<file path="config.mk">
export PLATFORM = sky130hd
export DESIGN_NAME = hamming_stream_acc
export DESIGN_NICKNAME = d
export VERILOG_FILES = /design/src/rtl/hamming_stream_acc_pkg.sv /design/src/rtl/hamming_stream_acc_popcount.sv /design/src/rtl/hamming_stream_acc.sv
export SDC_FILE = /design/constraint.sdc
export NUM_CORES = 1
export LEC_CHECK = 0
export CORE_MARGIN = 1
export CORE_UTILIZATION = 45
export DETAILED_ROUTE_END_ITERATION = 6
export DONT_BUFFER_PORTS = 1
export HOLD_SLACK_MARGIN = 0.05
export PLACE_DENSITY = 0.61
export SETUP_SLACK_MARGIN = 0.1
export SYNTH_ARGS = -nofsm -noshare
export SYNTH_HDL_FRONTEND = slang
export SYNTH_SLANG_ARGS = --single-unit
export TNS_END_PERCENT = 10
</file>
<file path="constraint.sdc">
create_clock -name clk -period 2.2 [get_ports clk]
set_input_delay 0.11 -clock clk [delete_from_list [all_inputs] [get_ports clk]]
set_output_delay 0.11 -clock clk [all_outputs]
set_load 0.05 [all_outputs]
</file>
<file path="src/rtl/hamming_stream_acc_pkg.sv">
// Shared definitions for the hamming block family: width helpers and FSM encoding.
package hamming_stream_acc_pkg;

    typedef enum logic {
        ST_ACC  = 1'b0,
        ST_HOLD = 1'b1
    } state_t;

    // Bits needed to hold v, i.e. floor(log2(v)) + 1; matches the other hamming blocks.
    function automatic int hs_log2(input int v);
        int r;
        int t;
        r = 0;
        t = v;
        while (t > 0) begin
            r = r + 1;
            t = t >>> 1;
        end
        return r;
    endfunction

    function automatic int hs_chunks(input int n, input int w);
        return (n + w - 1) / w;
    endfunction

    // Number of meaningful bits carried by the final chunk of a vector.
    function automatic int hs_last_bits(input int n, input int w);
        return n - (hs_chunks(n, w) - 1) * w;
    endfunction

endpackage

</file>
<file path="src/rtl/hamming_stream_acc_popcount.sv">
// Combinational population count of a W-bit word; shared by the hamming variants.
module hamming_popcount
    import hamming_stream_acc_pkg::*;
#(
    parameter  int W  = 64,
    localparam int CW = hs_log2(W)
) (
    input  logic [W-1:0]  d,
    output logic [CW-1:0] cnt
);

    always_comb begin
        cnt = '0;
        for (int i = 0; i < W; i++) begin
            cnt = cnt + CW'(d[i]);
        end
    end

endmodule

</file>
<file path="src/rtl/hamming_stream_acc.sv">
// Chunked Hamming distance: accumulates popcount(x^y) over CHUNKS W-bit beats, then
// holds the N-bit distance on o until the consumer takes it; no input accepted while holding.
module hamming_stream_acc
    import hamming_stream_acc_pkg::*;
#(
    parameter  int N  = 1600,
    parameter  int W  = 64,
    localparam int DW = hs_log2(N)
) (
    input  logic          clk,
    input  logic          rst_n,
    input  logic          clr,
    input  logic          in_valid,
    output logic          in_ready,
    input  logic [W-1:0]  x_chunk,
    input  logic [W-1:0]  y_chunk,
    output logic          out_valid,
    input  logic          out_ready,
    output logic [DW-1:0] o
);

    localparam int CHUNKS    = hs_chunks(N, W);
    localparam int CW        = hs_log2(W);
    localparam int LAST_BITS = hs_last_bits(N, W);
    localparam int IW        = (CHUNKS > 1) ? $clog2(CHUNKS) : 1;
    localparam logic [W-1:0] LAST_MASK = {W{1'b1}} >> (W - LAST_BITS);

    state_t        state;
    state_t        state_nxt;
    logic [DW-1:0] acc;
    logic [IW-1:0] idx;
    logic          is_last;
    logic          accept;
    logic [W-1:0]  diff;
    logic [CW-1:0] pc;
    logic [DW-1:0] sum;

    assign in_ready  = (state == ST_ACC);
    assign out_valid = (state == ST_HOLD);
    assign accept    = in_valid && in_ready;
    assign is_last   = (idx == IW'(CHUNKS - 1));

    // Padding bits beyond N in the final chunk must not count toward the distance.
    assign diff = (x_chunk ^ y_chunk) & (is_last ? LAST_MASK : {W{1'b1}});
    assign sum  = acc + DW'(pc);

    hamming_popcount #(.W(W)) u_popcount (
        .d   (diff),
        .cnt (pc)
    );

    always_ff @(posedge clk or negedge rst_n) begin
        if (!rst_n) begin
            state <= ST_ACC;
        end else begin
            state <= state_nxt;
        end
    end

    always_comb begin
        state_nxt = state;
        case (state)
            ST_ACC:  if (accept && is_last) state_nxt = ST_HOLD;
            ST_HOLD: if (out_ready)         state_nxt = ST_ACC;
            default:                        state_nxt = ST_ACC;
        endcase
        if (clr) begin
            state_nxt = ST_ACC;
        end
    end

    // clr outranks any handshake; o deliberately survives clr so the last result stays readable.
    always_ff @(posedge clk or negedge rst_n) begin
        if (!rst_n) begin
            acc <= '0;
            idx <= '0;
            o   <= '0;
        end else if (clr) begin
            acc <= '0;
            idx <= '0;
        end else if (accept) begin
            if (is_last) begin
                o   <= sum;
                acc <= '0;
                idx <= '0;
            end else begin
                acc <= sum;
                idx <= idx + IW'(1);
            end
        end
    end

endmodule

</file>
# == Yosys cells after proc, flatten, opt, wreduce, memory -nomap -nowiden ==
# Cells that the tools add are included.
# classes
addsub,65
n_eq_ne,1
mux,10
n_bitwise,3
n_reduce_logical,4
# ops
op,n
$add 7x1->7,62
$xor 64x64->64,1
$mux 11,3
$mux 5,3
$add 11x7->11,1
$add 5x1->5 const B,1
$eq 5x5->1 const B,1
$mux 1,3
$reduce_and 3->1,1
$add 1x1->2,1
$logic_and 1x1->1,2
$not 1->1,2
$pmux 1 s2,1
$reduce_bool 2->1,1
# totals
ff_bits,28
output_inout_bits,13

# == Longest topological paths before layout ==
# logic_depth
word_depth,68
mapped_depth,26
mapped_depth_nobuf,26

# == Cells and area by module ==
# A second synthesis with hierarchy kept.
# unflattened
cells_unflattened,398
area_unflattened_um2,3856.2
# by_module_without_submodules
module,instances,cells_each,area_each_um2,seq_area_each_um2
hamming_stream_acc,1,216,2094.5,700.7
hamming_popcount,1,182,1761.7,0.0

# == Least setup slack after synthesis ==
# Ideal clock, no wire load.
# synth_timing
path_kind,in2reg
startpoint,input y_chunk[0]
endpoint,register acc[7]
t_arrival_ns,7.122
t_required_ns,2.123
path_slack_ns,-4.999
cell_stages,23
path_cell_list,xor2_1 > ha_1 > fa_1 > fa_1 > fa_1 > fa_1 > fa_1 > fa_1 > inv_1 > fa_1 > fa_1 > fa_1 > fa_1 > nor2b_1 > o21ai_0 > nand2b_1 > xor2_1 > ha_1 > o211ai_1 > o21ai_0 > o22ai_1 > or3_1 > o21ai_1
# synth_between
elab_chain_cells,68
# synth_rtl
item,line,rtl
from (decl),hamming_stream_acc.sv:16,"input logic [W-1:0] y_chunk,"
$xor 64x64->64,hamming_stream_acc.sv:44,assign diff = (x_chunk ^ y_chunk) & (is_last ? LAST_MASK : {W{1'b1}});
$add 1x1->2,hamming_stream_acc_popcount.sv:15,cnt = cnt + CW'(d[i]);
$add 7x1->7 (62 in a row),hamming_stream_acc_popcount.sv:15,
$add 11x7->11,hamming_stream_acc.sv:45,assign sum = acc + DW'(pc);
$mux 11,hamming_stream_acc.sv:82,if (is_last) begin
$mux 11,hamming_stream_acc.sv:81,end else if (accept) begin
$mux 11,hamming_stream_acc.sv:78,end else if (clr) begin
to (signal assigned),hamming_stream_acc.sv:87,acc <= sum;
to (decl),hamming_stream_acc.sv:30,logic [DW-1:0] acc;
# Every way passes these cells. The select of a mux whose other input is x is not followed.
# A chain may end at the register's enable or synchronous reset.

# == Worst setup path in the final report ==
# layout_timing
startpoint,input y_chunk[0]
endpoint,register o[5]
# layout_between
elab_chain_cells,65
# layout_rtl
item,line,rtl
$xor 64x64->64,hamming_stream_acc.sv:44,
$add 1x1->2,hamming_stream_acc_popcount.sv:15,
$add 7x1->7 (62 in a row),hamming_stream_acc_popcount.sv:15,
$add 11x7->11,hamming_stream_acc.sv:45,
to (signal assigned),hamming_stream_acc.sv:83,o <= sum;
to (decl),hamming_stream_acc.sv:19,output logic [DW-1:0] o
# Every way passes these cells.

==> results_dict.tcl <==
set metrics [dict create \
    status "complete, but fails checks" \
    violations "negative setup slack" \
    crit_family "adder cells" \
    track_usage_pct 16.6 \
    grt_pass1_wl_mm 11.3 \
    end_kind "flop" \
    nFillCells 698 \
    netlist.area_leader.share_pct 30.4 \
    drc 0 \
    antenna_found_initial 0 \
    async_flop_share_pct 100 \
    drv_slew 0 \
    start_kind "input port" \
    rsz0062_at_grt "true" \
    finalCritPeriodShare_pct 303 \
    stdcell_count 478 \
    core.rowCount 32 \
    synthDistinctLibCells 39 \
    drt_iter0_drc 43 \
    clk_pin_slew_ns 0.10 \
    synth.most_common_cell "fa_1" \
    cp_max_fo 4 \
    critical_path_required_ns 2.37 \
    utilization_pct 53.7 \
    start_util_pct 46.6 \
    place_area_sq_mm 0.00397 \
    cap_violations 0 \
    relSlewSlack_pct 41.3 \
    drtPass1Iterations 4 \
    r2r_cells 8 \
    ff_latch_area_sq_um 701 \
    netlist_area_sq_mm 0.00362 \
    synth_common_cells "fa_1 (55), inv_1 (50), xor2_1 (39)" \
    hold_depth 3 \
    place_inst 469 \
    hpwlAfterDp_mm 5.43 \
    die_y_um 91.7 \
    clockBufferDepth 2 \
    crit_buf_inv 3 \
    fin_area_sq_mm 0.00417 \
    cts-root-buf "clkbuf_8" \
    ys.flop_type "dfrtp_1" \
    io_pins 146 \
    cp.arrival_ns 6.84 \
    synth_top_area_cell "fa_1" \
    hp-class "input port to flop" \
    final_nets 591 \
    cp_slowest_cell "fa_1" \
    synth_cells 345 \
    cts.sinks 28 \
    synth-edff-count 0 \
    fin_crit_ns 6.68 \
    grt_overflow_total 0 \
    fin_ws_ns -4.48 \
    syn_nets 559 \
    worstSkewPairLatency_ns 0.27 \
    drive_gt1_share_pct 17.0 \
    area_growth_syn_to_layout_pct 15.3 \
    cp.depth 24 \
    setup_viol 22 \
    globalplace.congestion 0.831 \
    tritoncts "yes" \
    cts_max_level 1 \
    wl_per_cell_um 13.3 \
    avgSynthCellArea_sq_um 10.5 \
    vias 2465 \
    drt-vias-per-instance 5.16 \
    fin_skew_ns 0.00226 \
    dieArea_sq_mm 0.00840 \
    yosysWarnings 0 \
    crit_chain "xor2_2 > ha_1 > fa_1 > fa_1 > fa_2 > fa_1 > fa_2 > fa_1 > inv_1 > fa_1 > fa_1 > fa_2 > fa_2 > nor2b_1 > o21ai_1 > nand2b_1 > xor2_1 > ha_1 > buf_4 > o211ai_1 > o21ai_2 > buf_4 > xor2_2 > mux2_2" \
    timing.critical_path.mode_cell "fa_1" \
    max_freq_ghz 0.150 \
    io_buffers 0 \
    path_class "input port to flop" \
    hold_violations 0 \
    numCtsBuffers 3 \
    slowest_delay_ns 0.53 \
    yosys-top-cells-area "fa_1 (30%), dfrtp_1 (19%), xor2_1 (9.4%), ha_1 (9.0%), xnor2_1 (8.7%)" \
    worstMarginPinSlew_ns 0.878 \
    multi_input_area_sq_mm 0.00284 \
    grt_pass1_vias 2558 \
    yosysSeqAreaShare_pct 19.4 \
    diodes 0 \
    core-area_sq_mm 0.00777 \
    grt_max_degree 29 \
    routed_wl_mm 6.37 \
    ant_nets 0 \
    yosys_register_bits 28 \
    die_w_um 91.7 \
]
## cells in the final DEF (no fill, tap or decap), drive strengths merged, types with 5 or more instances in the layout
cell type,synthesis,final
nand2,21,21
o21ai,18,18
dfrtp,28,28
inv,50,50
nand3,5,5
ha,26,26
a21oi,8,8
fa,55,55
buf,1,28
nor2,5,5
xnor2,36,36
nor2b,5,5
xor2,39,39
or3,5,5
## kinds of logic (layout without fill, tap and decap cells)
group                    after synthesis  in the layout  synth area share (%)
flip-flops                            28             28                  19.4
adder cells (fa/ha/maj)               81             81                  39.4
multiplexers                           4              4                  1.25
buffers and inverters                 54             85                  5.64
XOR/XNOR                              75             75                  18.2
AO/OA/AOI/OAI                         49             49                  8.61
AND/OR/NAND/NOR                       54             54                  7.54
## flip-flops by register name, summed over array words and instances, names as in the netlist
register	cells
acc	11
o	11
idx	5
out_valid	1
## final cells by class
type                            instances  share of cell area, %
Sequential cell                        28                   16.8
Tap cell                              102                   3.06
Clock buffer                            4                   1.32
Inverter                               50                   4.50
Multi-Input combinational cell        263                   68.2
Timing Repair Buffer                   31                   6.15
## worst paths after layout
check / slack (ns) / end / startpoint
worst max-delay path: -4.48 / o[5] / y_chunk[0]
worst min-delay path: 0.11 / idx[1] / in_valid
worst max register to register: 0.15 / acc[10] / acc[0]
worst min register to register: 0.50 / acc[6] / acc[6]
max in group asynchronous: 1.78 / o[4] / rst_n
min in group asynchronous: 0.26 / idx[2] / rst_n
## worst register-to-register path, delay by kind of cell (launching register included)
kind	cells	cell delay, ns
simple gates	3	0.60
fa+ha+maj	2	0.51
flops	1	0.41
compound gates	2	0.40
buf+inv	1	0.06
## per-layer routing
| metal | vias up | GRT usage, % | wire [um] |
|---|---|---|---|
| li1 | 1172 | - | - |
| met1 | 1202 | 21.3 | 2550 |
| met2 | 84 | 30.5 | 3480 |
| met3 | 7 | 2.32 | 287 |
| met4 | 0 | 1.98 | 48 |
| met5 | - | 0 | 0 |
## through the flow
| stage | TNS, ns | hold slack [ns] | setup slack [ns] |
|---|---|---|---|
| 2_1_floorplan | -90.53 | -0.186 | -4.45 |
| 3_3_place_gp | -96.09 | -0.185 | -4.66 |
| 3_5_place_dp | -97.53 | -0.185 | -4.73 |
| 4_1_cts | -90.56 | 0.102 | -4.45 |
| 5_1_grt | -95.84 | 0.143 | -4.73 |
| 6_report | -90.60 | 0.108 | -4.48 |
## what timing repair did
item / in CTS / in global routing
hold buffers: 4 / 0
setup endpoints to repair: 22 / 22
buffers inserted: 0 / 1
endpoints found under the hold margin: 32 / 0
pin swaps: 4 / 8
resized for setup: 10 / 9
Power is left out: the tool's default activity adds up to more than one toggle a clock period on the data nets, which glitch-free logic cannot reach.
